<file path="config.mk">
export PLATFORM = sky130hd
export DESIGN_NAME = video_out_load
export DESIGN_NICKNAME = d
export VERILOG_FILES = /design/src/rtl/video_pkg.sv /design/src/rtl/video_out_wb_read.sv /design/src/rtl/video_out_load.sv
export SDC_FILE = /design/constraint.sdc
export NUM_CORES = 1
export LEC_CHECK = 0
export CAP_MARGIN = 20
export CORE_UTILIZATION = 60
export CTS_CLUSTER_DIAMETER = 100
export CTS_CLUSTER_SIZE = 12
export DETAILED_ROUTE_END_ITERATION = 16
export DONT_BUFFER_PORTS = 1
export PLACE_DENSITY = 0.87
export SETUP_SLACK_MARGIN = 0.4
export SLEW_MARGIN = 10
export SYNTH_ARGS = -nofsm -noshare
export SYNTH_HDL_FRONTEND = slang
export SYNTH_SLANG_ARGS = --single-unit
export TNS_END_PERCENT = 5
</file>
<file path="constraint.sdc">
create_clock -name clk -period 3.3 [get_ports clk]
set_input_delay 0.66 -clock clk [delete_from_list [all_inputs] [get_ports clk]]
set_output_delay 0.66 -clock clk [all_outputs]
set_load 0.01 [all_outputs]
</file>
<file path="src/rtl/video_pkg.sv">
// Shared definitions for the video frame store/load Wishbone masters.
package video_pkg;

    typedef enum logic [2:0] {
        IDLE,
        WAIT_ROOM,
        READ,
        WAIT_ACK,
        IRQ
    } vid_state_t;

    localparam int unsigned IRQ_CYCLES = 3;
    localparam int unsigned DEF_WIDTH  = 640;
    localparam int unsigned DEF_HEIGHT = 480;

    // 8-bit pixels packed four to a 32-bit word
    function automatic int unsigned frame_words(input int unsigned width, input int unsigned height);
        return (width * height) / 4;
    endfunction

    localparam int unsigned FRAME_WORDS = frame_words(DEF_WIDTH, DEF_HEIGHT);

endpackage

</file>
<file path="src/rtl/video_out_wb_read.sv">
// Single-word Wishbone read initiator: registered STB/CYC/ADR, termination reported combinationally.
module video_out_wb_read (
    input  logic        clk,
    input  logic        nRST,
    input  logic        start,
    input  logic [31:0] addr,
    output logic        done,
    output logic        err,
    output logic [31:0] data,
    output logic        wb_stb,
    output logic        wb_cyc,
    output logic [31:0] wb_adr,
    input  logic [31:0] wb_dat,
    input  logic        wb_ack,
    input  logic        wb_err
);

    // Terminations outside an open cycle are ignored
    assign done = wb_cyc & (wb_ack | wb_err);
    assign err  = wb_cyc & wb_err;
    assign data = wb_dat;

    always_ff @(posedge clk or negedge nRST) begin
        if (!nRST) begin
            wb_stb <= 1'b0;
            wb_cyc <= 1'b0;
            wb_adr <= '0;
        end else if (done) begin
            wb_stb <= 1'b0;
            wb_cyc <= 1'b0;
        end else if (start && !wb_cyc) begin
            wb_stb <= 1'b1;
            wb_cyc <= 1'b1;
            wb_adr <= addr;
        end
    end

endmodule

</file>
<file path="src/rtl/video_out_load.sv">
// Reads one frame from RAM over Wishbone and pushes it, one 32-bit word per write, into the video output FIFO.
module video_out_load
    import video_pkg::*;
#(
    parameter int unsigned p_WIDTH  = 640,
    parameter int unsigned p_HEIGHT = 480,
    parameter int unsigned NB_PACK  = 16
) (
    input  logic        clk,
    input  logic        nRST,
    input  logic [31:0] wb_reg_ctr,
    input  logic [31:0] wb_reg_data,
    input  logic        fifo_room,
    output logic [31:0] fifo_data,
    output logic        fifo_we,
    output logic        interrupt,
    output logic        p_wb_STB_O,
    output logic        p_wb_CYC_O,
    output logic        p_wb_LOCK_O,
    output logic        p_wb_WE_O,
    output logic [3:0]  p_wb_SEL_O,
    output logic [31:0] p_wb_ADR_O,
    input  logic [31:0] p_wb_DAT_I,
    input  logic        p_wb_ACK_I,
    input  logic        p_wb_ERR_I
);

    localparam int unsigned FW   = frame_words(p_WIDTH, p_HEIGHT);
    localparam int unsigned WC_W = $clog2(FW + 1);
    localparam int unsigned BC_W = $clog2(NB_PACK + 1);

    vid_state_t        state;
    logic              old_ctr0;
    logic [31:0]       base;
    logic [WC_W-1:0]   word_cnt;
    logic [BC_W-1:0]   burst_cnt;
    logic [1:0]        irq_cnt;

    logic              new_addr;
    logic              rd_start;
    logic              rd_done;
    logic              rd_err;
    logic [31:0]       rd_addr;
    logic [31:0]       rd_data;
    logic              ctr_unused;

    assign new_addr   = wb_reg_ctr[0] & ~old_ctr0;
    assign ctr_unused = ^wb_reg_ctr[31:1];
    assign rd_start   = (state == READ);
    assign rd_addr    = base + (32'(word_cnt) << 2);

    assign p_wb_LOCK_O = 1'b0;
    assign p_wb_WE_O   = 1'b0;
    assign p_wb_SEL_O  = 4'hf;

    video_out_wb_read u_rd (
        .clk    (clk),
        .nRST   (nRST),
        .start  (rd_start),
        .addr   (rd_addr),
        .done   (rd_done),
        .err    (rd_err),
        .data   (rd_data),
        .wb_stb (p_wb_STB_O),
        .wb_cyc (p_wb_CYC_O),
        .wb_adr (p_wb_ADR_O),
        .wb_dat (p_wb_DAT_I),
        .wb_ack (p_wb_ACK_I),
        .wb_err (p_wb_ERR_I)
    );

    always_ff @(posedge clk or negedge nRST) begin
        if (!nRST) begin
            state     <= IDLE;
            old_ctr0  <= 1'b0;
            base      <= '0;
            word_cnt  <= '0;
            burst_cnt <= '0;
            irq_cnt   <= '0;
            interrupt <= 1'b0;
            fifo_we   <= 1'b0;
            fifo_data <= '0;
        end else begin
            old_ctr0 <= wb_reg_ctr[0];
            fifo_we  <= 1'b0;
            unique case (state)
                IDLE: begin
                    if (new_addr) begin
                        base     <= wb_reg_data;
                        word_cnt <= '0;
                        state    <= WAIT_ROOM;
                    end
                end
                WAIT_ROOM: begin
                    burst_cnt <= BC_W'(NB_PACK);
                    if (fifo_room)
                        state <= READ;
                end
                READ: state <= WAIT_ACK;
                WAIT_ACK: begin
                    // An errored read still consumes a FIFO slot so pixel alignment is preserved
                    if (rd_done) begin
                        fifo_we   <= 1'b1;
                        fifo_data <= rd_err ? '0 : rd_data;
                        word_cnt  <= word_cnt + 1'b1;
                        burst_cnt <= burst_cnt - 1'b1;
                        if (word_cnt == WC_W'(FW - 1)) begin
                            state     <= IRQ;
                            interrupt <= 1'b1;
                            irq_cnt   <= '0;
                        end else if (burst_cnt == BC_W'(1)) begin
                            state <= WAIT_ROOM;
                        end else begin
                            state <= READ;
                        end
                    end
                end
                IRQ: begin
                    if (irq_cnt == 2'(IRQ_CYCLES - 1)) begin
                        interrupt <= 1'b0;
                        state     <= IDLE;
                    end else begin
                        irq_cnt <= irq_cnt + 1'b1;
                    end
                end
                default: state <= IDLE;
            endcase
        end
    end

endmodule

</file>
==> metrics.md <==
| Metric | Value |
|---|---|
| Rel. slew slack | a little under two fifths |
| Final TNS setup | 0 ps |
| Finished Layout Cells | 814 |
| Distinct cell type count after synthesis | 66 |
| Final Skew | 12.8 ps |
| Clock Sinks | 127 |
| Footprint of the multi-input gates | between 3000 and 4000 um2 |
| Fill cell count | 769 |
| Worst hold path class | in2async |
| CTS Buffer Depth | 2 |
| Area Growth Syn to Fin | 10.1% |
| Reg clk slew, reported paths | 60 ps |
| DRT iter0 DRCs | 356 |
| DRC | 0 |
| Cells after synthesis | between 600 and 700 |
| Final Slew Violations | 0 |
| Grt ovf | 0 |
| Share of cells above drive strength 1 | 12.1% |
| Clock tree from TritonCTS | yes |
| PnR Total Power | between 6000 and 7000 uW |
| Endpoints failing hold | roughly 130 |
| Worst hold slack | -176 ps |
| Die width | 106 um |
| Num CTS Buffers | 17 |
| Worst-skew pair later-pin latency | 530 ps |
| H-tree Lvls | 4 |
| Core area | 10400 um2 |
| Drt pass-1 iters | 5 |
| Final Setup Violations | 0 |
| Failing checks | hold timing |
| Starting Density | 62.4% |
| VDD IR max | between 500 and 600 uV |
| CTS Root Cell | clkbuf_8 |
| Die ar. | 11300 um2 |
| Post-CTS setup buffers | 0 |
| Largest net degree at the start of global routing | between 100 and 150 |
| Via density | 6.19 |
| CP max FO | 8 |
| Seq/Total Area, Yosys | between 40% and 50% |
| Routed WL | 14.4 mm |
| FF+latch count, synth | 127 |
| I/O pin cnt | roughly 180 |
| Row count | 37 |
| Crit path capture type | flip-flop |
| Final #Nets | 788 |
| Dpl cell area | 6550 um2 |
| Worst Path Required | around 3700 ps |
| Element type at the critical path start | flip-flop |
| Pwr dens | 905 nW/um2 |
| Crit Path Class | reg2reg |
| Synthesis warning total | 0 |
| FMAX | 377 MHz |
| Static Leak | 0.00331 uW |
| Die Height | 106 um |
| Commonest non-fill, non-tap cell in the layout | nand2_1 |
| FF/Latch Area | around 3200 um2 |
| Placed cells | 782 |
| MaxCap Viol Count | 0 |
| Final GP Congestion | 0.857 |
| Number of global-route vias before repair | 5037 |
| Via count of the routed design | 5036 |
| Period minus WS final | 2650 ps |
| Antenna violations before repair | 0 |
| GRT Total Usage | 27.7% |
| Commonest non-fill, non-tap cells in the layout | nand2_1 (130), dfrtp_1 (127), nand3_1 (55) |
| Status | finished with violations |
| Post-DP HPWL | 9.99 mm |
| Routed Antenna Nets | 0 |
| Worst-Margin Slew | just over 900 ps |
| RSZ-0062 raised after global routing | false |
| Avg Synthesized Cell Area | 9.61 um2 |
| # port buffers | 0 |
| WL/cell | 17.7 um |
| Number of diodes | 0 |
| WP data arrival | 3050 ps |
| First-pass GRT wire length | around 24 mm |
| Top_reg_cell synth | dfrtp_1 |
| Final worst path period share | 80.3% |
| Design area | 7160 um2 |
| Post-Syn Area | 6500 um2 |
| Post-synth ARST share | 100% |
| Post-synth EDFFs | 0 |
routing by layer:
metal / track usage (%) / wire, um / vias up
met1: 33.1 / 5880 / 2417
met5: 0 / 0 / -
met3: 9.20 / 1090 / 27
li1: - / - / 2362
met2: 45.8 / 7130 / 230
met4: 11.3 / 265 / 0
flip-flops by register name, indices dropped and copies added, names as in the netlist:
register     flops
base            32
burst_cnt        5
u_rd.wb_adr     32
fifo_data       32
fifo_we          1
u_rd.wb_cyc      1
word_cnt        17
interrupt        1
old_ctr0         1
state            3
irq_cnt          2
metrics by stage:
stage / util (%) / worst slack (ps)
2_1_floorplan: - / 1020
3_3_place_gp: 62.9 / 792
3_5_place_dp: 62.9 / 682
4_1_cts: 68.7 / 650
5_1_grt: 68.7 / 405
6_report: 68.7 / 651
repair_timing:
item | 4_1_cts | 5_1_grt
gates resized for setup | 0 | 1
endpoints found under the setup margin | 0 | 1
endpoints found under the hold margin | 127 | 127
worst paths after layout:
check,startpoint,endpoint,slack (ps),cells after the start
max,word_cnt[0],u_rd.wb_adr[28],650,9
min,nRST,u_rd.wb_adr[4],-180,0
max reg2reg,word_cnt[0],u_rd.wb_adr[28],650,9
min reg2reg,base[0],u_rd.wb_adr[0],470,2
max in group asynchronous,nRST,u_rd.wb_adr[8],3210,0
min in group clk,wb_reg_ctr[0],old_ctr0,160,0
cells in the mapped netlist (all sizes together) (10+ instances only):
cell type	n	area share (%)
ha	21	4.0
xor2	18	2.4
or3	10	0.96
nand2	130	7.5
mux2	31	5.4
dfrtp	127	49
buf	22	1.9
nand3	56	4.3
a21oi	22	1.8
inv	12	0.69
o21ai	35	2.8
nand4	15	1.4
clkbuf	18	1.1
nor2	38	2.2
critical path: stages (launching register included):
cell and delay, ps:
dfrtp_1 400, ha_1 240, inv_1 80, fa_1 420
nor2b_1 170, o2111ai_1 210, a21oi_1 300, o211ai_2 210
a2111oi_1 400, a211oi_1 100
where the power goes:
group	switching [uW]	total (uW)	internal, uW
Combinational	998	1700	703
Clock	668	1900	1230
Sequential	717	2880	2160
Total	2380	6480	4100
area by class of cell:
class                           instances  share of cell area [%]
Inverter                               12                   0.629
Tap cell                              136                    2.38
Sequential cell                       127                    44.4
Multi-Input combinational cell        502                    43.6
Clock inverter                          9                    1.84
Timing Repair Buffer                    5                   0.524
Clock buffer                           23                    6.66
kinds of logic after synthesis:
| family | Yosys count | synth area share, % |
|---|---|---|
| buf+inv | 52 | 3.62 |
| compound gates | 117 | 12.4 |
| fa+ha+maj | 22 | 4.35 |
| flops | 127 | 48.9 |
| other cells | 2 | 0.115 |
| simple gates | 296 | 21.2 |
| mux | 34 | 5.83 |
| xor+xnor | 27 | 3.64 |
Power figures use the tool's default switching activity.
